### src/rtl/flasher_pkg.sv
// Shared phase codes and default geometry for the bound-flasher lamp bank.
// Latency: n/a (declarations only).
// Backpressure: n/a.
//
// Phase codes are also consumed by the output decoder that turns them into
// idle / increment / decrement commands, so their values are fixed.
package flasher_pkg;

  typedef logic [2:0] phase_t;

  localparam phase_t PH_IDLE    = 3'd0;  // waiting for flick, no lamps lit
  localparam phase_t PH_ON_A    = 3'd1;  // first fill up to BOUND_A
  localparam phase_t PH_OFF_A   = 3'd2;  // drain back to zero
  localparam phase_t PH_ON_B    = 3'd3;  // fill up to BOUND_B (kickback-able)
  localparam phase_t PH_OFF_B   = 3'd4;  // drain back to BOUND_A
  localparam phase_t PH_ON_ALL  = 3'd5;  // fill the whole bank (kickback-able)
  localparam phase_t PH_OFF_ALL = 3'd6;  // final drain to zero

  localparam int DEF_N_LAMP  = 16;
  localparam int DEF_BOUND_A = 6;
  localparam int DEF_BOUND_B = 11;

endpackage

### src/rtl/lamp_therm.sv
// Thermometer decoder: lamp[i] is lit iff i < cnt.
// Latency: combinational, zero cycles.
// Backpressure: none.
//
// Ports:
//   cnt   in  CW      number of lit lamps (0..N_LAMP)
//   lamp  out N_LAMP  thermometer-coded lamp vector
module lamp_therm #(
  parameter int N_LAMP = 16,
  parameter int CW     = $clog2(N_LAMP + 1)
) (
  input  logic [CW-1:0]     cnt,
  output logic [N_LAMP-1:0] lamp
);

  always_comb begin
    lamp = '0;
    for (int i = 0; i < N_LAMP; i++) begin
      lamp[i] = (cnt > CW'(i));
    end
  end

endmodule

### src/rtl/flasher_ctrl.sv
// Bound-flasher sequencer: walks phases 0..6, owns the lit-lamp count.
// Latency: flick sampled in idle moves to phase 1 on the same edge; lamp[0] one edge later.
// Backpressure: none; flick is level-sampled and never stalls the count.
//
// Ports:
//   clk      in   1       rising-edge clock
//   rst      in   1       synchronous active-high reset, overrides flick
//   flick    in   1       start request in idle, kickback request at bounds
//   current  out  3       phase code (0 idle, odd = turning on, even = turning off)
//   lamp     out  N_LAMP  thermometer vector of lit lamps
//   busy     out  1       high whenever current is not idle
module flasher_ctrl
  import flasher_pkg::*;
#(
  parameter int N_LAMP  = DEF_N_LAMP,
  parameter int BOUND_A = DEF_BOUND_A,
  parameter int BOUND_B = DEF_BOUND_B
) (
  input  logic              clk,
  input  logic              rst,
  input  logic              flick,
  output logic [2:0]        current,
  output logic [N_LAMP-1:0] lamp,
  output logic              busy
);

  localparam int CW = $clog2(N_LAMP + 1);

  localparam logic [CW-1:0] CNT_A   = CW'(BOUND_A);
  localparam logic [CW-1:0] CNT_B   = CW'(BOUND_B);
  localparam logic [CW-1:0] CNT_ALL = CW'(N_LAMP);
  localparam logic [CW-1:0] CNT_ONE = CW'(1);

  logic [CW-1:0] cnt;
  logic [CW-1:0] cnt_nx;
  phase_t        nxt;

  // State register: phase and count move together on every edge.
  always_ff @(posedge clk) begin
    if (rst) begin
      current <= PH_IDLE;
      cnt     <= '0;
    end else begin
      current <= nxt;
      cnt     <= cnt_nx;
    end
  end

  // Next-state logic. Bound tests look at the updated count so the phase
  // turns on the same edge that the bound lamp lights or goes dark; the
  // bounds are always reached before the count could leave [0, N_LAMP].
  always_comb begin
    nxt    = current;
    cnt_nx = cnt;
    unique case (current)
      PH_IDLE: begin
        cnt_nx = '0;
        if (flick) nxt = PH_ON_A;
      end
      PH_ON_A: begin
        cnt_nx = cnt + CNT_ONE;
        if (cnt_nx == CNT_A) nxt = PH_OFF_A;
      end
      PH_OFF_A: begin
        cnt_nx = cnt - CNT_ONE;
        if (cnt_nx == '0) nxt = PH_ON_B;
      end
      PH_ON_B: begin
        cnt_nx = cnt + CNT_ONE;
        // Kickback wins over the normal bound exit.
        if (flick && (cnt_nx == CNT_A || cnt_nx == CNT_B)) nxt = PH_OFF_A;
        else if (cnt_nx == CNT_B)                          nxt = PH_OFF_B;
      end
      PH_OFF_B: begin
        cnt_nx = cnt - CNT_ONE;
        if (cnt_nx == CNT_A) nxt = PH_ON_ALL;
      end
      PH_ON_ALL: begin
        cnt_nx = cnt + CNT_ONE;
        if (flick && cnt_nx == CNT_B) nxt = PH_OFF_B;
        else if (cnt_nx == CNT_ALL)   nxt = PH_OFF_ALL;
      end
      PH_OFF_ALL: begin
        cnt_nx = cnt - CNT_ONE;
        if (cnt_nx == '0) nxt = PH_IDLE;
      end
      default: begin
        // Code 7 is unreachable; recover to a clean idle.
        nxt    = PH_IDLE;
        cnt_nx = '0;
      end
    endcase
  end

  // Output decode.
  always_comb begin
    busy = (current != PH_IDLE);
  end

  lamp_therm #(
    .N_LAMP (N_LAMP),
    .CW     (CW)
  ) u_therm (
    .cnt  (cnt),
    .lamp (lamp)
  );

endmodule

### config.mk
export PLATFORM = sky130hd
export DESIGN_NAME = flasher_ctrl
export DESIGN_NICKNAME = d
export VERILOG_FILES = /design/src/rtl/flasher_pkg.sv /design/src/rtl/lamp_therm.sv /design/src/rtl/flasher_ctrl.sv
export SDC_FILE = /design/constraint.sdc
export NUM_CORES = 1
export LEC_CHECK = 0
export ABC_AREA = 1
export CAP_MARGIN = 20
export CORE_UTILIZATION = 35
export DETAILED_ROUTE_END_ITERATION = 7
export PLACE_DENSITY = 0.62
export SETUP_SLACK_MARGIN = 0.05
export SLEW_MARGIN = 25
export SYNTH_ARGS = -nofsm -noshare
export SYNTH_HDL_FRONTEND = slang
export SYNTH_SLANG_ARGS = --single-unit
### constraint.sdc
create_clock -name clk -period 3.4 [get_ports clk]
set_input_delay 0.68 -clock clk [delete_from_list [all_inputs] [get_ports clk]]
set_output_delay 0.68 -clock clk [all_outputs]
set_load 0.02 [all_outputs]
==> results of run 1 <==
-- power groups by stage --
stage | clock (mW) | combinational, mW | sequential (mW)
finish | 0.0719 | 0.934 | 0.203
global route | 0.0808 | 1.04 | 0.210
CTS | 0.0764 | 0.940 | 0.200
detailed placement | 0 | 0.937 | 0.203
global placement | 0 | 0.943 | 0.201
floorplan | 0 | 0.626 | 0.185
-- metrics by stage --
step | hold slack [ns] | instances
5_1_grt | 0.617 | 205
2_1_floorplan | 0.626 | 152
3_3_place_gp | 0.587 | 202
3_5_place_dp | 0.577 | 202
6_report | 0.586 | 205
4_1_cts | 0.586 | 205
-- worst max path at each step --
stage,from,to,slack (ns),depth (start not counted)
finish,cnt[1],lamp[5],0.47,5
detailed placement,cnt[1],lamp[5],0.75,5
global route,cnt[1],lamp[5],0.32,5
floorplan,cnt[1],lamp[5],1.13,4
CTS,cnt[1],lamp[5],0.47,5
global placement,cnt[1],lamp[5],0.80,5
-- synth_stat cells --
cell type	n
o21ai_1	1
o21ai_2	1
nand4_1	5
inv_2	5
nand2_2	3
nand3_1	12
o31ai_1	2
buf_6	1
clkinv_1	1
nand2_1	45
nor2_4	1
nor3_1	2
nor2_2	5
dfxtp_1	8
inv_1	13
or2_2	2
nor2_1	15
a21oi_2	1
nand2_4	1
a21boi_1	1
buf_4	1
nand3_2	2
ha_1	7
o31a_1	1
a21oi_1	8
o21ai_0	8
-- registers in the layout, summed over array words and instances (netlist names) --
register  count
current       3
cnt           5
-- worst max-delay path: stages (launching register included) --
cell             delay [ns]
dfxtp_1                0.51
inv_1                  0.16
ha_1                   0.25
or2_2                  0.32
o21ai_0                0.14
clkdlybuf4s50_1        0.62
-- layout make-up --
type | count | area (sq um) | share of cell area
Sequential cell | 8 | 160 | 0.137
Clock buffer | 3 | 22.5 | 0.0193
Inverter | 19 | 71.3 | 0.0612
Tap cell | 30 | 37.5 | 0.0322
Timing Repair Buffer | 22 | 220 | 0.189
Multi-Input combinational cell | 123 | 653 | 0.561
-- layer usage --
layer,global-route usage,share of wire
met1,0.260,0.53
met2,0.268,0.44
met3,0.0145,0.025
met4,0.0789,0.0045
met5,0,0
-- cell families (layout without fill, tap and decap cells) --
logic type | count (synthesis) | after routing | synth area share
compound gates | 23 | 23 | 0.148
fa+ha+maj | 7 | 7 | 0.0969
buf+inv | 21 | 44 | 0.0997
flops | 8 | 8 | 0.177
simple gates | 93 | 93 | 0.478
==> metrics.log, run 1 <==
INFO  metric numPortBuffers = 22
INFO  metric antenna_found_initial = 0
INFO  metric layout-drive-gt1-share = 0.137
INFO  metric share_clk_of_total_power = 0.059
INFO  metric routed_wirelength = 2.23 mm
INFO  metric synth_area_leaders = nand2_1 19%, dfxtp_1 18%, ha_1 9.7%
INFO  metric htree_num_levels = 1
INFO  metric power_density = 1040 mW/mm^2
INFO  metric power_switching_share = 0.539
INFO  metric die_h = 52.8 microns
INFO  metric final.setup_skew = 0.00797 ns
INFO  metric synth_top_area_frac = 0.187
INFO  metric synth_seq_area_share = 0.177
INFO  metric area.growth.synth_to_final = 28.9%
INFO  metric reg2reg_slack = 1.34 ns
INFO  metric fin_crit_sh = 0.862
INFO  metric fp.dieW = 52.8 microns
INFO  metric yosysWarningCount = 0
INFO  metric timing.setup.critical_path_class = reg -> out
INFO  metric reg2reg_to = current[1]
INFO  metric total_switching_power = 0.651 mW
INFO  metric antenna_cells_inserted = 0
INFO  metric cts.root.buffer_cell = clkbuf_4
INFO  metric synthesis.nets = 162
INFO  metric first_global_vias = 913
INFO  metric slew_headroom = 0.687
INFO  metric yosysTopAreaCell = nand2_1
INFO  metric row_count = 18
INFO  metric clkSinkCount = 8
INFO  metric max_clock_freq = 341 MHz
INFO  metric cts_tree = built
INFO  metric fin_ws = 0.469 ns
INFO  metric cts.clk_slew.worst_paths = 0.06 ns
INFO  metric grt_setup_unrepaired = no
INFO  metric report.power.total = 1.21 mW
INFO  metric finalWeightedCongestion = 0.811
INFO  metric power.sequential.fraction = 0.168
INFO  metric report.final.slew_viol_count = 0
INFO  metric cap_violations = 0
INFO  metric total_of_cells_resized_after_clock_tree_synthesis = 0
INFO  metric worstMarginPinSlew = 0.470 ns
INFO  metric detailedRoute.firstPassIterationCount = 4
INFO  metric synthDistinctLibCells = 26
INFO  metric dpl_worst_slack = 0.751 ns
INFO  metric hold_path_depth = 2
INFO  metric crit_path_start_kind = flop
INFO  metric whs_endpoint = cnt[1]
INFO  metric track_usage = 0.180
INFO  metric detailed_place_hpwl = 1.87 mm
INFO  metric layout_common_cells = 45 x nand2_1, 22 x clkdlybuf4s50_1, 15 x nor2_1
INFO  metric ir_worst_vdd = 0.609 mV
INFO  metric combinationalPowerShare = 0.773
INFO  metric holdBufCountCts = 0
INFO  metric finish.utilization = 0.475
INFO  metric cp_data_required_time = 2.72 ns
INFO  metric num-fill-cells = 268
INFO  metric setup_viol_count_final = 0
INFO  metric route.antenna.remaining_nets = 0
INFO  metric timing.reg2reg.worst_path_depth = 11
INFO  metric power_report.internal_total = 0.557 mW
INFO  metric syn_area = 903 sq um
INFO  metric dpl_cell_area = 0.00114 sq mm
INFO  metric avgSynthCellArea = 5.94 sq um
INFO  metric top_level_ports = 23
INFO  metric grt_overflow = 0
INFO  metric postSynthCellCount = 152
INFO  metric pin_count_of_the_biggest_net_entering_global_routing = 12
INFO  metric final-hold-violation-count = 0
INFO  metric run_status = finished clean
INFO  metric first_iter_violations = 25
INFO  metric route.vias.total = 988
INFO  metric cts_buffers = 3
INFO  metric dieArea = 0.00279 sq mm
INFO  metric setup_total_negative_slack = 0 ns
INFO  metric endpoint_type_of_the_worst_setup_path = output port
INFO  metric max-clock-path-buffers = 2
INFO  metric worst-path-max-fanout = 9
INFO  metric finalWorstPathRequiredPeriod = 2.93 ns
INFO  metric routedWlPerCell = 10.9 microns
INFO  metric wire_length_of_the_first_global_routing_pass = 3.80 mm
INFO  metric final_common_cell = nand2_1
INFO  metric timing.rr.start = cnt[0]
INFO  metric nets = 187
INFO  metric floorplan.initialDensity = 0.368
INFO  metric vias_per_cell = 4.82
INFO  metric core_area = 0.00245 sq mm
INFO  metric timing.critical_path.arrival = 2.25 ns
INFO  metric ys_seq_elements = 8
INFO  metric post_cts_buffers = 0
INFO  metric drcViolationCount = 0
INFO  metric worst_skew_pair.late_latency = 0.25 ns
INFO  metric layout.cell_area.non_filler = 0.00116 sq mm
INFO  metric leakage = 0.558 nW
INFO  metric launch_instance_of_the_worst_min_delay_path = current[0]
INFO  metric hold_wc_path_type = reg -> reg
Note: power is estimated with default switching activity, not from simulation.
==> inputs of run 2 (changes only) <==
Settings changed: CAP_MARGIN 20 to 15.
==> results of run 2 <==
Same layout as run 1: the final DEF is identical, and so are final timing and power.
==> inputs of run 3 (changes only) <==
Settings changed: SYNTH_HIERARCHICAL set to 1.
==> run 3 against run 2 <==
Flip-flop and latch count unchanged. Clock power decreased by 2%. Clock skew decreased by 0.0072 ns. Synthesized area decreased by 0.69%. Global-route usage increased by 1.4 points. Cell count increased by 3.9%. Clock-buffer cell count unchanged. Utilization increased by 2.6 points. Combinational power decreased by 2%. Die area decreased by 0.68%. Routed wire length increased by 6.1%. Fmax increased by 18%. Critical endpoint is now lamp[13]. Largest cell class unchanged. Largest power group unchanged.
==> metrics.log, run 3 <==
INFO  metric run_status = finished clean
INFO  metric clkSinkCount = 8
INFO  metric whs_endpoint = current[2]
INFO  metric setup.worst_path.start = cnt[2]
INFO  metric largest_register_ff_count = 5
INFO  metric syn_area = 897 sq um
INFO  metric layout-drive-gt1-share = 0.108
INFO  metric grt_overflow = 0
INFO  metric first_global_vias = 971
INFO  metric postSynthCellCount = 162
INFO  metric slew_headroom = 0.673
INFO  metric final.setup_skew = 0.000799 ns
INFO  metric top_level_ports = 23
INFO  metric drcViolationCount = 0
INFO  metric worst-path-max-fanout = 13
INFO  metric setup_total_negative_slack = 0 ns
INFO  metric fp.dieW = 52.6 microns
INFO  metric holdBufCountCts = 0
INFO  metric synth_top_area_frac = 0.205
INFO  metric route.antenna.remaining_nets = 0
INFO  metric grt_setup_unrepaired = no
INFO  metric finish.utilization = 0.500
INFO  metric total_of_cells_resized_after_clock_tree_synthesis = 0
INFO  metric dpl_cell_area = 0.00114 sq mm
INFO  metric post_cts_buffers = 0
INFO  metric layout_common_cells = 49 x nand2_1, 22 x clkdlybuf4s50_1, 20 x nor2_1
INFO  metric avgSynthCellArea = 5.54 sq um
INFO  metric die_h = 52.6 microns
INFO  metric ir_worst_vdd = 0.848 mV
INFO  metric hold_wc_path_type = reg -> reg
INFO  metric final_common_cell = nand2_1
INFO  metric max-clock-path-buffers = 2
INFO  metric nets = 195
INFO  metric final-hold-violation-count = 0
INFO  metric timing.setup.critical_path_class = reg -> out
INFO  metric cts_buffers = 3
INFO  metric cap_violations = 0
INFO  metric timing.rr.start = cnt[0]
INFO  metric cp_data_required_time = 2.72 ns
INFO  metric synth_seq_area_share = 0.179
INFO  metric finalWorstPathRequiredPeriod = 2.48 ns
INFO  metric worst_skew_pair.late_latency = 0.25 ns
INFO  metric layout.cell_area.non_filler = 0.00116 sq mm
INFO  metric numPortBuffers = 22
INFO  metric routed_wirelength = 2.37 mm
INFO  metric timing.reg2reg.worst_path_depth = 14
INFO  metric cts_tree = built
INFO  metric yosysTopAreaCell = nand2_1
INFO  metric wire_length_of_the_first_global_routing_pass = 4.05 mm
INFO  metric finalWeightedCongestion = 0.816
INFO  metric dieArea = 0.00277 sq mm
INFO  metric cts.clk_slew.worst_paths = 0.05 ns
INFO  metric ys_async_sr_fraction = 0
INFO  metric layoutNonFillerInstCount = 213
INFO  metric crit_path_start_kind = flop
INFO  metric first_iter_violations = 20
INFO  metric reg2reg_to = current[0]
INFO  metric setup_viol_count_final = 0
INFO  metric pin_count_of_the_biggest_net_entering_global_routing = 14
INFO  metric hold_path_depth = 2
INFO  metric top_signal_layer_used = met4
INFO  metric yosysWarningCount = 6
INFO  metric detail_route.wirelength.met1 = 1.14 mm
INFO  metric area.growth.synth_to_final = 29.3%
INFO  metric ys_seq_elements = 8
INFO  metric core_area = 0.00232 sq mm
INFO  metric met2WireLength = 1.16 mm
INFO  metric endpoint_type_of_the_worst_setup_path = output port
INFO  metric cts.root.buffer_cell = clkbuf_4
INFO  metric floorplan.initialDensity = 0.387
INFO  metric synthesis.nets = 170
INFO  metric htree_num_levels = 1
INFO  metric post-synth-top-count-cell = nand2_1
INFO  metric dp_cells = 210
INFO  metric antenna_cells_inserted = 0
INFO  metric ys_top_cells_by_count = 49 x nand2_1, 20 x nor2_1, 19 x inv_1, 10 x a21oi_1, 9 x nand3_1
INFO  metric max_clock_freq = 404 MHz
INFO  metric row_count = 17
INFO  metric fin_crit_sh = 0.729
INFO  metric detailed_place_hpwl = 1.91 mm
INFO  metric layout_top_registers = cnt x5, current x3
INFO  metric detailedRoute.firstPassIterationCount = 4
INFO  metric worstMarginPinSlew = 0.490 ns
INFO  metric synth_area_leaders = nand2_1 21%, dfxtp_1 18%, nor2_1 8.4%
INFO  metric synthFlopType = dfxtp_1
INFO  metric reg2reg_slack = 1.34 ns
INFO  metric power_density = 1040 mW/mm^2
INFO  metric routedWlPerCell = 11.1 microns
INFO  metric report.final.slew_viol_count = 0
INFO  metric route.vias.total = 1,035
INFO  metric launch_instance_of_the_worst_min_delay_path = current[2]
INFO  metric vias_per_cell = 4.86
INFO  metric registers.top_by_ff_count = cnt
INFO  metric timing.critical_path.arrival = 1.80 ns
INFO  metric num-fill-cells = 271
INFO  metric synthDistinctLibCells = 22
INFO  metric leakage = 0.561 nW
INFO  metric antenna_found_initial = 0
INFO  metric met3WireLength = 67 microns
INFO  metric edff_count_synth = 0
INFO  metric track_usage = 0.194
## run 3: worst max-delay path by stage
stage / to
after floorplan: lamp[9]
after global placement: lamp[10]
after detailed placement: lamp[13]
after CTS: lamp[13]
after global routing: lamp[12]
final: lamp[13]
## run 3: report_power, final
part	switching (mW)	internal, mW	leakage, nW
sequential	0.0883	0.128	0.0658
clock	0.0303	0.0402	0.0138
combinational	0.534	0.383	0.482
total	0.653	0.552	0.561
## run 3: through the flow
step	total power [mW]	setup slack (ns)	hold slack, ns
after floorplan	0.794	1.62	0.577
after global placement	1.13	1.21	0.557
after detailed placement	1.14	1.17	0.566
after CTS	1.21	0.904	0.572
after global routing	1.33	0.799	0.663
final	1.20	0.922	0.577
## run 3: cells by family (layout without fill, tap and decap cells)
| logic type | after synthesis | after routing | share of synthesized area |
|---|---|---|---|
| AND/OR/NAND/NOR | 98 | 98 | 0.488 |
| buffers and inverters | 28 | 51 | 0.128 |
| flip-flops | 8 | 8 | 0.179 |
| AO/OA/AOI/OAI | 23 | 23 | 0.135 |
| adder cells (fa/ha/maj) | 5 | 5 | 0.0697 |
## run 3: final cells by class
cell class / instances / area (sq um) / area share
tap: 28 / 35.0 / 0.0302
sequential: 8 / 160 / 0.138
inverter: 26 / 100 / 0.0863
multi-input combinational: 126 / 622 / 0.536
timing repair buffer: 22 / 220 / 0.190
clock buffer: 3 / 22.5 / 0.0194
## run 3: per-layer routing
layer / global-route usage / up-vias
met4: 0.0175 / 0
li1: - / 563
met5: 0 / -
met2: 0.365 / 21
met1: 0.226 / 449
met3: 0.0464 / 2
## run 3: critical path, cell delays in order (launching register included)
cell,delay [ns]
dfxtp_1,0.62
nand2_2,0.15
o21ai_1,0.16
clkdlybuf4s50_1,0.61
